--- src/rtl/carry_select_subtractor_pipe_pkg.sv ---
// rtl/carry_select_subtractor_pipe_pkg.sv - shared types, defaults and helpers for the pipelined subtractor
// Contents: WIDTH_DEFAULT/NIBBLE_DEFAULT, s1_t stage-1 register layout, ovf_f signed-overflow helper.
package sub_pkg;

    localparam int WIDTH_DEFAULT  = 32;
    localparam int NIBBLE_DEFAULT = 4;
    localparam int HALF_DEFAULT   = WIDTH_DEFAULT / 2;

    // Stage-1 register contents; field widths follow the default operand width.
    typedef struct packed {
        logic [HALF_DEFAULT-1:0] d_lo;
        logic [HALF_DEFAULT-1:0] hi0;
        logic [HALF_DEFAULT-1:0] hi1;
        logic                    co0;
        logic                    co1;
        logic                    c_mid;
        logic                    a_msb;
        logic                    b_msb;
    } s1_t;

    // Subtraction overflows only when the operand signs differ and the
    // result sign disagrees with the minuend.
    function automatic logic ovf_f(input logic a_msb, input logic b_msb, input logic d_msb);
        return (a_msb ^ b_msb) & (d_msb ^ a_msb);
    endfunction

endpackage

--- src/rtl/nibble_sub_pair.sv ---
// rtl/nibble_sub_pair.sv - one carry-select slice producing A + ~B for both carry-in values
// Ports: a_nib/nb_nib slice of A and of ~B; sum0/cout0 result for carry-in 0; sum1/cout1 for carry-in 1.
module nibble_sub_pair
    import sub_pkg::*;
#(
    parameter int NIBBLE = NIBBLE_DEFAULT
) (
    input  logic [NIBBLE-1:0] a_nib,
    input  logic [NIBBLE-1:0] nb_nib,
    output logic [NIBBLE-1:0] sum0,
    output logic              cout0,
    output logic [NIBBLE-1:0] sum1,
    output logic              cout1
);

    assign {cout0, sum0} = {1'b0, a_nib} + {1'b0, nb_nib};
    assign {cout1, sum1} = {1'b0, a_nib} + {1'b0, nb_nib} + (NIBBLE+1)'(1);

endmodule

--- src/rtl/carry_select_subtractor_pipe.sv ---
// rtl/carry_select_subtractor_pipe.sv - two-stage pipelined carry-select subtractor (diff = a - b)
// Ports: clk, rst (sync, active-high); in_valid/in_ready/a/b operand handshake;
//        out_valid/out_ready/diff/borrow/ovf/zero result handshake.
module carry_select_subtractor_pipe
    import sub_pkg::*;
#(
    parameter int WIDTH  = WIDTH_DEFAULT,
    parameter int NIBBLE = NIBBLE_DEFAULT
) (
    input  logic             clk,
    input  logic             rst,
    input  logic             in_valid,
    output logic             in_ready,
    input  logic [WIDTH-1:0] a,
    input  logic [WIDTH-1:0] b,
    output logic             out_valid,
    input  logic             out_ready,
    output logic [WIDTH-1:0] diff,
    output logic             borrow,
    output logic             ovf,
    output logic             zero
);

    localparam int HALF = WIDTH / 2;
    localparam int NN   = WIDTH / NIBBLE;
    localparam int HN   = NN / 2;

    logic [WIDTH-1:0]  b_inv;
    logic [NIBBLE-1:0] ns0 [NN];
    logic [NIBBLE-1:0] ns1 [NN];
    logic              nc0 [NN];
    logic              nc1 [NN];

    assign b_inv = ~b;

    for (genvar g = 0; g < NN; g++) begin : g_nib
        nibble_sub_pair #(.NIBBLE(NIBBLE)) u_pair (
            .a_nib  (a[g*NIBBLE +: NIBBLE]),
            .nb_nib (b_inv[g*NIBBLE +: NIBBLE]),
            .sum0   (ns0[g]),
            .cout0  (nc0[g]),
            .sum1   (ns1[g]),
            .cout1  (nc1[g])
        );
    end

    // Stage 1: low half ripples its select chain from the +1 of two's
    // complement; the high half resolves both carry-in hypotheses so that
    // stage 2 only needs a single mux on c_mid.
    s1_t s1_new;
    always_comb begin : p_stage1
        logic c_lo;
        logic c_h0;
        logic c_h1;
        s1_new = '0;
        c_lo   = 1'b1;
        c_h0   = 1'b0;
        c_h1   = 1'b1;
        for (int i = 0; i < HN; i++) begin
            s1_new.d_lo[i*NIBBLE +: NIBBLE] = c_lo ? ns1[i] : ns0[i];
            c_lo = c_lo ? nc1[i] : nc0[i];
            s1_new.hi0[i*NIBBLE +: NIBBLE]  = c_h0 ? ns1[HN+i] : ns0[HN+i];
            c_h0 = c_h0 ? nc1[HN+i] : nc0[HN+i];
            s1_new.hi1[i*NIBBLE +: NIBBLE]  = c_h1 ? ns1[HN+i] : ns0[HN+i];
            c_h1 = c_h1 ? nc1[HN+i] : nc0[HN+i];
        end
        s1_new.c_mid = c_lo;
        s1_new.co0   = c_h0;
        s1_new.co1   = c_h1;
        s1_new.a_msb = a[WIDTH-1];
        s1_new.b_msb = b[WIDTH-1];
    end

    s1_t              s1_q, s1_d;
    logic             s1_valid_q, s1_valid_d;
    logic             out_valid_q, out_valid_d;
    logic [WIDTH-1:0] diff_q, diff_d;
    logic             borrow_q, borrow_d;
    logic             ovf_q, ovf_d;
    logic             zero_q, zero_d;

    logic             s2_adv, s1_adv, accept, s2_load;
    logic [HALF-1:0]  d_hi;
    logic             cout;
    logic [WIDTH-1:0] diff_new;

    assign s2_adv   = !out_valid_q || out_ready;
    assign s1_adv   = !s1_valid_q || s2_adv;
    assign in_ready = s1_adv && !rst;
    assign accept   = in_valid && in_ready;
    assign s2_load  = s2_adv && s1_valid_q;

    assign d_hi     = s1_q.c_mid ? s1_q.hi1 : s1_q.hi0;
    assign cout     = s1_q.c_mid ? s1_q.co1 : s1_q.co0;
    assign diff_new = {d_hi, s1_q.d_lo};

    // Data registers move only on a load so outputs stay stable across
    // stalls and bubbles.
    always_comb begin
        s1_valid_d  = s1_adv ? accept : s1_valid_q;
        s1_d        = accept ? s1_new : s1_q;
        out_valid_d = s2_adv ? s1_valid_q : out_valid_q;
        diff_d      = s2_load ? diff_new : diff_q;
        borrow_d    = s2_load ? ~cout : borrow_q;
        ovf_d       = s2_load ? ovf_f(s1_q.a_msb, s1_q.b_msb, diff_new[WIDTH-1]) : ovf_q;
        zero_d      = s2_load ? (diff_new == '0) : zero_q;
    end

    always_ff @(posedge clk) begin
        if (rst) begin
            s1_valid_q  <= 1'b0;
            s1_q        <= '0;
            out_valid_q <= 1'b0;
            diff_q      <= '0;
            borrow_q    <= 1'b0;
            ovf_q       <= 1'b0;
            zero_q      <= 1'b0;
        end else begin
            s1_valid_q  <= s1_valid_d;
            s1_q        <= s1_d;
            out_valid_q <= out_valid_d;
            diff_q      <= diff_d;
            borrow_q    <= borrow_d;
            ovf_q       <= ovf_d;
            zero_q      <= zero_d;
        end
    end

    assign out_valid = out_valid_q;
    assign diff      = diff_q;
    assign borrow    = borrow_q;
    assign ovf       = ovf_q;
    assign zero      = zero_q;

endmodule

--- config.mk ---
export PLATFORM = sky130hd
export DESIGN_NAME = carry_select_subtractor_pipe
export DESIGN_NICKNAME = d
export VERILOG_FILES = /design/src/rtl/carry_select_subtractor_pipe_pkg.sv /design/src/rtl/nibble_sub_pair.sv /design/src/rtl/carry_select_subtractor_pipe.sv
export SDC_FILE = /design/constraint.sdc
export NUM_CORES = 1
export LEC_CHECK = 0
export ABC_AREA = 1
export ABC_CLOCK_PERIOD_IN_PS = 3500
export BUFFER_PORTS_ARGS = -buffer_cell sky130_fd_sc_hd__buf_2
export CAP_MARGIN = 40
export CORE_ASPECT_RATIO = 1.25
export CORE_MARGIN = 2
export CORE_UTILIZATION = 30
export DETAILED_ROUTE_END_ITERATION = 6
export SYNTH_ARGS = -nofsm -noshare
export SYNTH_HDL_FRONTEND = slang
export SYNTH_HIERARCHICAL = 1
export SYNTH_SLANG_ARGS = --single-unit
--- constraint.sdc ---
create_clock -name clk -period 3.5 [get_ports clk]
set_input_delay 0.525 -clock clk [delete_from_list [all_inputs] [get_ports clk]]
set_output_delay 0.525 -clock clk [all_outputs]
set_load 0.05 [all_outputs]
-- Word-level counts from Yosys, hierarchy flattened
Index checks and enable logic that the tools add are counted.
- input port bits: 68
- output and inout bits: 37
- word-level logic and storage cells: 64
- register bits: 90
- multiplexer cells: 20
- reduce and logical (&&, ||, !) cells: 9
- bitwise gates (word level): 5
- add/sub/neg operators: 16
- operator list (cell ; count):
    4-bit by 4-bit adder with 5-bit output ; 8
    5-bit by 1-bit adder with 5-bit output (second input constant) ; 8
    4-bit 2-to-1 mux ; 9
    32-bit logical NOT ; 1
    32-bit inverter ; 1
    16-bit 2-to-1 mux ; 1
    1-bit 2-to-1 mux ; 10
    1-bit logical AND ; 3
    1-bit logical NOT ; 3
    1-bit logical OR ; 2
    1-bit bitwise XOR ; 2
    1-bit bitwise AND ; 1
    1-bit inverter ; 1

-- Longest topological paths before layout
Gate-level depths: netlist of run 1.
- depth in word-level cells: 6
- depth in mapped cells: 18
- mapped depth without buffers: 17

-- By module
Netlist of run 1, hierarchy kept.
- modules (own cells, without submodules) (module ; seq. area each (µm²) ; area an instance (µm²) ; cells an instance ; instances):
    carry_select_subtractor_pipe ; 1801.7 ; 4151.5 ; 597 ; 1
    nibble_sub_pair (g_nib[0].u_pair ...) ; 0.0 ; 266.5 ; 42 ; 6
    nibble_sub_pair (g_nib[1].u_pair ...) ; 0.0 ; 262.8 ; 42 ; 2

-- Least setup slack after synthesis of run 1
No wires, ideal clock.
- kind: input to register
- start point: input port b[16]
- end point: register s1_q[19] in the netlist's numbering
- cell stages on the path: 16
- library setup time: 0.120 ns
- arrival time: 2.574 ns
- setup slack: 0.807 ns
- path buffers: 1
- required time: 3.380 ns
- cells stage by stage: inv_1 -> ha_1 -> fa_1 -> ha_1 -> inv_1 -> nor2_4 -> nand3_1 -> nand2_1 -> nand2_1 -> buf_6 -> nand2_1 -> o21ai_4 -> o21ai_2 -> nand2_1 -> o211ai_1 -> nand2_1
- RTL lines (item ; line ; RTL):
    start, declared ; carry_select_subtractor_pipe.sv:15 ; input logic [WIDTH-1:0] b,
    end signal, assigned ; carry_select_subtractor_pipe.sv:112 ; s1_q <= '0;
    end signal, assigned ; carry_select_subtractor_pipe.sv:120 ; s1_q <= s1_d;
    end, declared ; carry_select_subtractor_pipe.sv:74 ; s1_t s1_q, s1_d;

==> metrics.csv, run 1 <==
stage;metric;value;unit
clock_tree;clockBufferDepth;2;
synthesis;synth-seq-cells;90;
sta;setup_viol;0;
clock_tree;clk_latency;0.34;ns
clock_tree;numCtsBuffers;9;
die;pin_count;105;
synthesis;synth_cells;933;
die;start_util;30.4;%
die;fp.dieW;133;um
finish;layout_commonest_cell;nand2_1;
job;max_cap_viol_count;0;
grt;grt_pass1_wl;23800;um
grt;antenna_found_initial;0;
synthesis;async_reset_ff_share;0;%
finish;seq_area;1800;um2
status;outcome;finished, final reports clean;
placement;numPortBuffers;104;
critical_path;cp_cell_sequence;buf_2 -> ha_1 -> fa_1 -> ha_1 -> inv_1 -> nor2_4 -> nand3_1 -> nand2_1 -> nand2_1 -> nand2_1 -> o21ai_4 -> o21ai_2 -> nand2_1 -> o211ai_1 -> nand2_1;
finish;fill_cells;2271;
worst_hold_path;hold_path.class;reg2reg;
clock_tree;ctsResizeCount;0;
sta;fmax;361;MHz
detailed_routing;dr.pass1.iters;4;
finish;drive_above_1_share;21.9;%
synthesis;yosysUniqueCellTypes;28;
synthesis;synth-warning-count;6;
critical_path;critPathArrivalTime;3.00;ns
finish;multi_input_area;3690;um2
grt;grt_use_total;12.9;%
critical_path;endpoint_kind;register;
sta;timing.final.crit_share;79.3;%
placement;gp_congestion;0.760;
clock_tree;cts_max_level;3;
clock_tree;cts_tree;built;
finish;synthToLayoutAreaGrowth;15.7;%
detailed_routing;via_per_inst;4.37;
critical_path;path_buf_inv;2;
sta;relSlewSlack;65.5;%
pwr;leakagePower;3.70;nW
synthesis;ys_seq_area_share;28.7;%
critical_path;path_class;in2reg;
finish;num_antenna_cells;0;
detailed_routing;avgRoutedWirePerCell;10.7;um
detailed_routing;routed_wl;14000;um
clock_tree;cts_setup_buffers;0;
sta;tightestPinTransition;0.512;ns
detailed_routing;postRouteAntennaNets;0;
grt;grt_max_degree;74;
synthesis;synthFlopType;dfxtp_1;
synthesis;netlist_area;6280;um2
die;core;20700;um2
critical_path;cp_data_required_time;3.73;ns
critical_path;slowest_delay;0.53;ns
sta;finalHoldViolCount;0;
detailed_routing;vias;5683;
synthesis;synth_edf_count;0;
critical_path;critical-path-top-delay-family;adder cells;
finish;final_cell_mix;217 x nand2_1, 133 x inv_1, 104 x buf_2;
clock_tree;clkTransAtPathRegs;0.06;ns
sta;rsz0062_at_grt;false;
synthesis;synth_nets;1049;
clock_tree;clockRootBuffer;clkbuf_16;
finish;nets;1140;
detailed_routing;route.detailed.drc;0;
detailed_routing;drtIter0Drc;199;
critical_path;worstSetupStartpointType;input port;
grt;overflow;0;
finish;stdcell_count;1301;
pwr;vdd_drop_max;0.198;mV
grt;grt_pass1_vias;5127;
critical_path;crit_fanout;10;
sta;maxSlewViolCount;0;
sta;fin_tns_setup;0;ns
placement;place.detailed.hpwl;11000;um
sta;fin_skew;0.00500;ns
critical_path;crit_path_frequent_cell;nand2_1;
die;die_area;22100;um2
die;fp.dieH;166;um
clock_tree;cts.hold.buffers_added;0;
placement;dp_cells;1287;
synthesis;syn_area_per_cell;6.73;um2
pwr;powerDensity;429;nW/um2
clock_tree;cts_num_sinks;90;
die;rows;59;
critical_path;crit_path_top_delay_cell;fa_1;
sta;period_minus_slack;2.77;ns
==> state kept, by name, summed over array words and instances, names as in the netlist <==
| name | count |
|---|---|
| diff | 32 |
| s1_q | 37 |
| diff_new | 16 |
| borrow | 1 |
| ovf | 1 |
| zero | 1 |
| out_valid | 1 |
| s1_valid_q | 1 |
==> logic make-up after synthesis <==
kind of cell,synth area share [%]
AO/OA/AOI/OAI,15.9
adder cells (fa/ha/maj),10.5
buffers and inverters,12.6
flip-flops,28.7
multiplexers,0.638
AND/OR/NAND/NOR,31.6
==> path summary, 6_finish.rpt <==
path | from | cells past startpoint | slack, ns | end
min | s1_q[31] | 2 | 0.45 | s1_q[31]
min reg2reg | s1_q[31] | 2 | 0.45 | s1_q[31]
max reg2reg | s1_q[2] | 9 | 1.74 | zero
max | a[0] | 15 | 0.73 | diff_new[14]
==> report_power, final <==
part	leakage [nW]	total [mW]	switching (mW)	internal, mW
Combinational	2.83	1.05	0.694	0.358
Clock	0.130	0.886	0.393	0.493
Sequential	0.741	1.17	0.0569	1.12
==> synthesized netlist by cell type (all sizes together) (8+ instances only) <==
master    n  area share [%]
clkbuf   11            0.66
dfxtp    90              29
buf      21             2.7
a21oi    58             5.3
fa        8             2.6
o211ai   16             1.9
inv     153             9.2
nand3    60             5.4
nand4     8            0.80
ha       40             8.0
nor2    111             7.7
o21ai    93             8.5
nand2   258              18
==> worst register-to-register path, cell delays in order, from the launching register on <==
cell and delay, ns:
dfxtp_1 0.64, buf_4 0.26, inv_2 0.13, nand2_1 0.09, nand2_1 0.09, nor2_1 0.11, nand2_1 0.06, nor2_1 0.13
nand3_1 0.08, a21oi_1 0.12
==> through the flow <==
| step | total power [mW] | setup WS (ns) | util [%] | hold slack [ns] | instance area (um2) |
|---|---|---|---|---|---|
| 2_1_floorplan | 2.03 | 0.807 | - | 0.425 | 6280 |
| 3_3_place_gp | 2.25 | 0.401 | 33.8 | 0.440 | 6990 |
| 3_5_place_dp | 2.26 | 0.337 | 33.8 | 0.445 | 6990 |
| 4_1_cts | 3.15 | 0.695 | 35.1 | 0.455 | 7260 |
| 5_1_grt | 3.34 | 0.404 | 35.1 | 0.481 | 7260 |
| 6_report | 3.11 | 0.726 | 35.1 | 0.454 | 7260 |
==> area by class of cell <==
class	count	share of cell area, %
clock buffer	10	3.29
inverter	153	7.98
timing repair buffer	112	8.00
clock inverter	4	0.414
multi-input combinational	658	50.8
tap	274	4.72
sequential	90	24.8
==> per-layer routing <==
metal	vias up	global-route usage (%)	routed length [um]
met5	-	0	0
met4	0	3.52	153
met3	12	1.78	457
met2	87	22.4	6620
met1	2456	16.7	6740
li1	3128	-	-
Note: power is estimated with default switching activity, not from simulation.
==> inputs of run 2 (changes only) <==
--- a/config.mk
+++ b/config.mk
@@ -6,7 +6,7 @@
 export NUM_CORES = 1
 export LEC_CHECK = 0
 export ABC_AREA = 1
-export ABC_CLOCK_PERIOD_IN_PS = 3500
+export ABC_CLOCK_PERIOD_IN_PS = 2550
 export BUFFER_PORTS_ARGS = -buffer_cell sky130_fd_sc_hd__buf_2
 export CAP_MARGIN = 40
 export CORE_ASPECT_RATIO = 1.25
==> constraint.sdc (replaced) <==
create_clock -name clk -period 2.55 [get_ports clk]
set_input_delay 0.3825 -clock clk [delete_from_list [all_inputs] [get_ports clk]]
set_output_delay 0.3825 -clock clk [all_outputs]
set_load 0.05 [all_outputs]
==> run 2 against run 1 <==
Net effect:
- sequential power up 38%
- critical endpoint is now s1_q[18]
- clock skew up 0.00074 ns
- total power up 47%
- register-to-register slack worse by 0.87 ns
- non-clock buffer count up 26
- die area unchanged
- global-route usage up 0.42 points
- sequential share of layout area down 1.1 points
- sequential cell count unchanged
- via count up 2.9%
==> metrics.csv, run 2 (same netlist as run 1, synthesis figures left out) <==
stage;metric;value;unit;change
sta;timing.final.crit_share;93.8;%;
critical_path;path_class;in2reg;;unchanged
sta;relSlewSlack;57.6;%;was 65.5%
grt;grt_max_degree;73;;was 74
sta;setup_viol;0;;unchanged
sta;fin_skew;0.00573;ns;was 0.00500 ns
critical_path;worstSetupStartpointType;input port;;unchanged
placement;place.detailed.hpwl;11100;um;was 11,000 um
die;die_area;22100;um2;unchanged
die;core;20700;um2;unchanged
critical_path;cp_data_required_time;2.78;ns;was 3.73 ns
pwr;finalPower;4.57;mW;was 3.11 mW
clock_tree;cts_max_level;3;;unchanged
pwr;vdd_drop_max;0.279;mV;was 0.198 mV
finish;nets;1168;;was 1,140
sta;finalHoldViolCount;0;;unchanged
placement;dp_cells;1303;;was 1,287
finish;synthToLayoutAreaGrowth;21.2;%;was 15.7%
grt;grt_pass1_vias;5439;;was 5,127
die;fp.dieW;133;um;unchanged
detailed_routing;postRouteAntennaNets;0;;unchanged
pwr;powerDensity;601;nW/um2;was 429 nW/um2
clock_tree;numCtsBuffers;9;;unchanged
status;outcome;finished, final reports clean;;unchanged
sta;fmax;418;MHz;
finish;largest_reg_flops;37;;unchanged
clock_tree;clockRootBuffer;clkbuf_16;;unchanged
critical_path;endpoint_kind;register;;unchanged
detailed_routing;routed_wl;14700;um;was 14,000 um
grt;overflow;0;;unchanged
worst_hold_path;worstHoldStart;b[31];;was s1_q[31]
finish;top_register;s1_q;;unchanged
finish;stdcell_count;1331;;was 1,301
detailed_routing;drtIter0Drc;265;;was 199
detailed_routing;via_per_inst;4.40;;was 4.37
detailed_routing;avgRoutedWirePerCell;11.0;um;was 10.7 um
sta;tightestPinTransition;0.637;ns;was 0.512 ns
detailed_routing;route.detailed.drc;0;;unchanged
sta;maxSlewViolCount;0;;unchanged
clock_tree;cts_num_sinks;90;;unchanged
sta;rsz0062_at_grt;true;;was false
clock_tree;clk_latency;0.34;ns;about the same
pwr;leakagePower;3.87;nW;was 3.70 nW
clock_tree;clockBufferDepth;2;;unchanged
finish;final_cell_mix;211 x nand2_1, 133 x inv_1, 104 x buf_2;;was 217 x nand2_1, 133 x inv_1, 104 x buf_2
finish;layout_commonest_cell;nand2_1;;unchanged
placement;gp_congestion;0.753;;was 0.760
worst_hold_path;hold_depth;3;;was 2
critical_path;crit_start;b[16];;was a[0]
detailed_routing;dr.pass1.iters;4;;unchanged
clock_tree;clkTransAtPathRegs;0.07;ns;was 0.06 ns
critical_path;r2r-start;s1_q[2];;unchanged
grt;antenna_found_initial;0;;unchanged
grt;grt_use_total;13.3;%;was 12.9%
die;fp.dieH;166;um;unchanged
placement;numPortBuffers;104;;unchanged
die;start_util;30.4;%;unchanged
detailed_routing;vias;5850;;was 5,683
finish;drive_above_1_share;25.3;%;was 21.9%
sta;fin_tns_setup;0;ns;unchanged
sta;period_minus_slack;2.39;ns;
die;rows;59;;unchanged
finish;num_antenna_cells;0;;unchanged
critical_path;reg2reg_depth;7;;was 9
critical_path;critPathArrivalTime;2.62;ns;was 3.00 ns
clock_tree;cts_tree;built;;unchanged
sta;holdWs;0.328;ns;was 0.454 ns
worst_hold_path;hold_path.class;in2reg;;was reg2reg
die;pin_count;105;;unchanged
grt;grt_pass1_wl;24900;um;was 23,800 um
critical_path;crit_fanout;7;;was 10
job;max_cap_viol_count;0;;unchanged
==> run 2: changes by cell type in the layout (fill, tap and decap cells not counted), moves of 3 or more <==
| cell | previous run | this run |
|---|---|---|
| buf_4 | 8 | 33 |
| ha_1 | 40 | 36 |
| ha_2 | 0 | 3 |
| nand2_1 | 217 | 211 |
| nand2_2 | 33 | 36 |
| nand2_4 | 8 | 11 |
| o21ai_4 | 3 | 6 |
==> run 2: power by group <==
part	total, mW	switching, mW	internal, mW
logic	1.59	1.01	0.581
registers	1.61	0.0728	1.53
clock network	1.37	0.571	0.798
==> run 2: timing repair <==
action,CTS,global route
endpoints found under the setup margin,0,19
hold buffers,0,0
buffers inserted,0,10
gates resized for setup,0,18
==> run 2: per-layer routing <==
metal | GRT usage (%) | wire (um) | up-vias | part of all wire, %
met4 | 3.05 | 156 | 0 | 1.1
met1 | 16.9 | 6660 | 2550 | 45
met3 | 1.71 | 518 | 11 | 3.5
met2 | 23.9 | 7340 | 94 | 50
li1 | - | - | 3195 | -
met5 | 0 | 0 | - | 0
==> run 2: area by class of cell <==
cell class | count | area (um2)
multi-input combinational | 660 | 3790
tap | 274 | 343
inverter | 153 | 579
timing repair buffer | 138 | 788
clock inverter | 6 | 71.3
sequential | 90 | 1800
clock buffer | 10 | 239
fill | 2252 | 13100
==> run 2: through the flow <==
stage,setup slack (ns),util (%),area [um2]
finish,0.157,36.8,7610
global route,-0.0151,36.8,7610
CTS,0.0106,36.0,7440
detailed placement,-0.341,34.5,7130
global placement,-0.214,34.5,7130
floorplan,0.00399,-,6280
==> run 2: critical path, stage by stage <==
cell      delay [ns]
buf_2           0.07
inv_1           0.05
ha_4            0.16
fa_1            0.57
ha_2            0.19
inv_1           0.06
nor2_4          0.11
nand3_2         0.09
nand2_2         0.09
nand2_4         0.07
o21ai_4         0.29
nand2_2         0.14
o21ai_4         0.11
nand2_1         0.08
o211ai_1        0.08
nand2_1         0.07
==> run 2: final timing paths <==
check	end	slack, ns
setup / recovery	s1_q[18]	0.16
hold / removal	s1_q[0]	0.33
setup reg to reg	zero	0.87
hold reg to reg	s1_q[31]	0.45
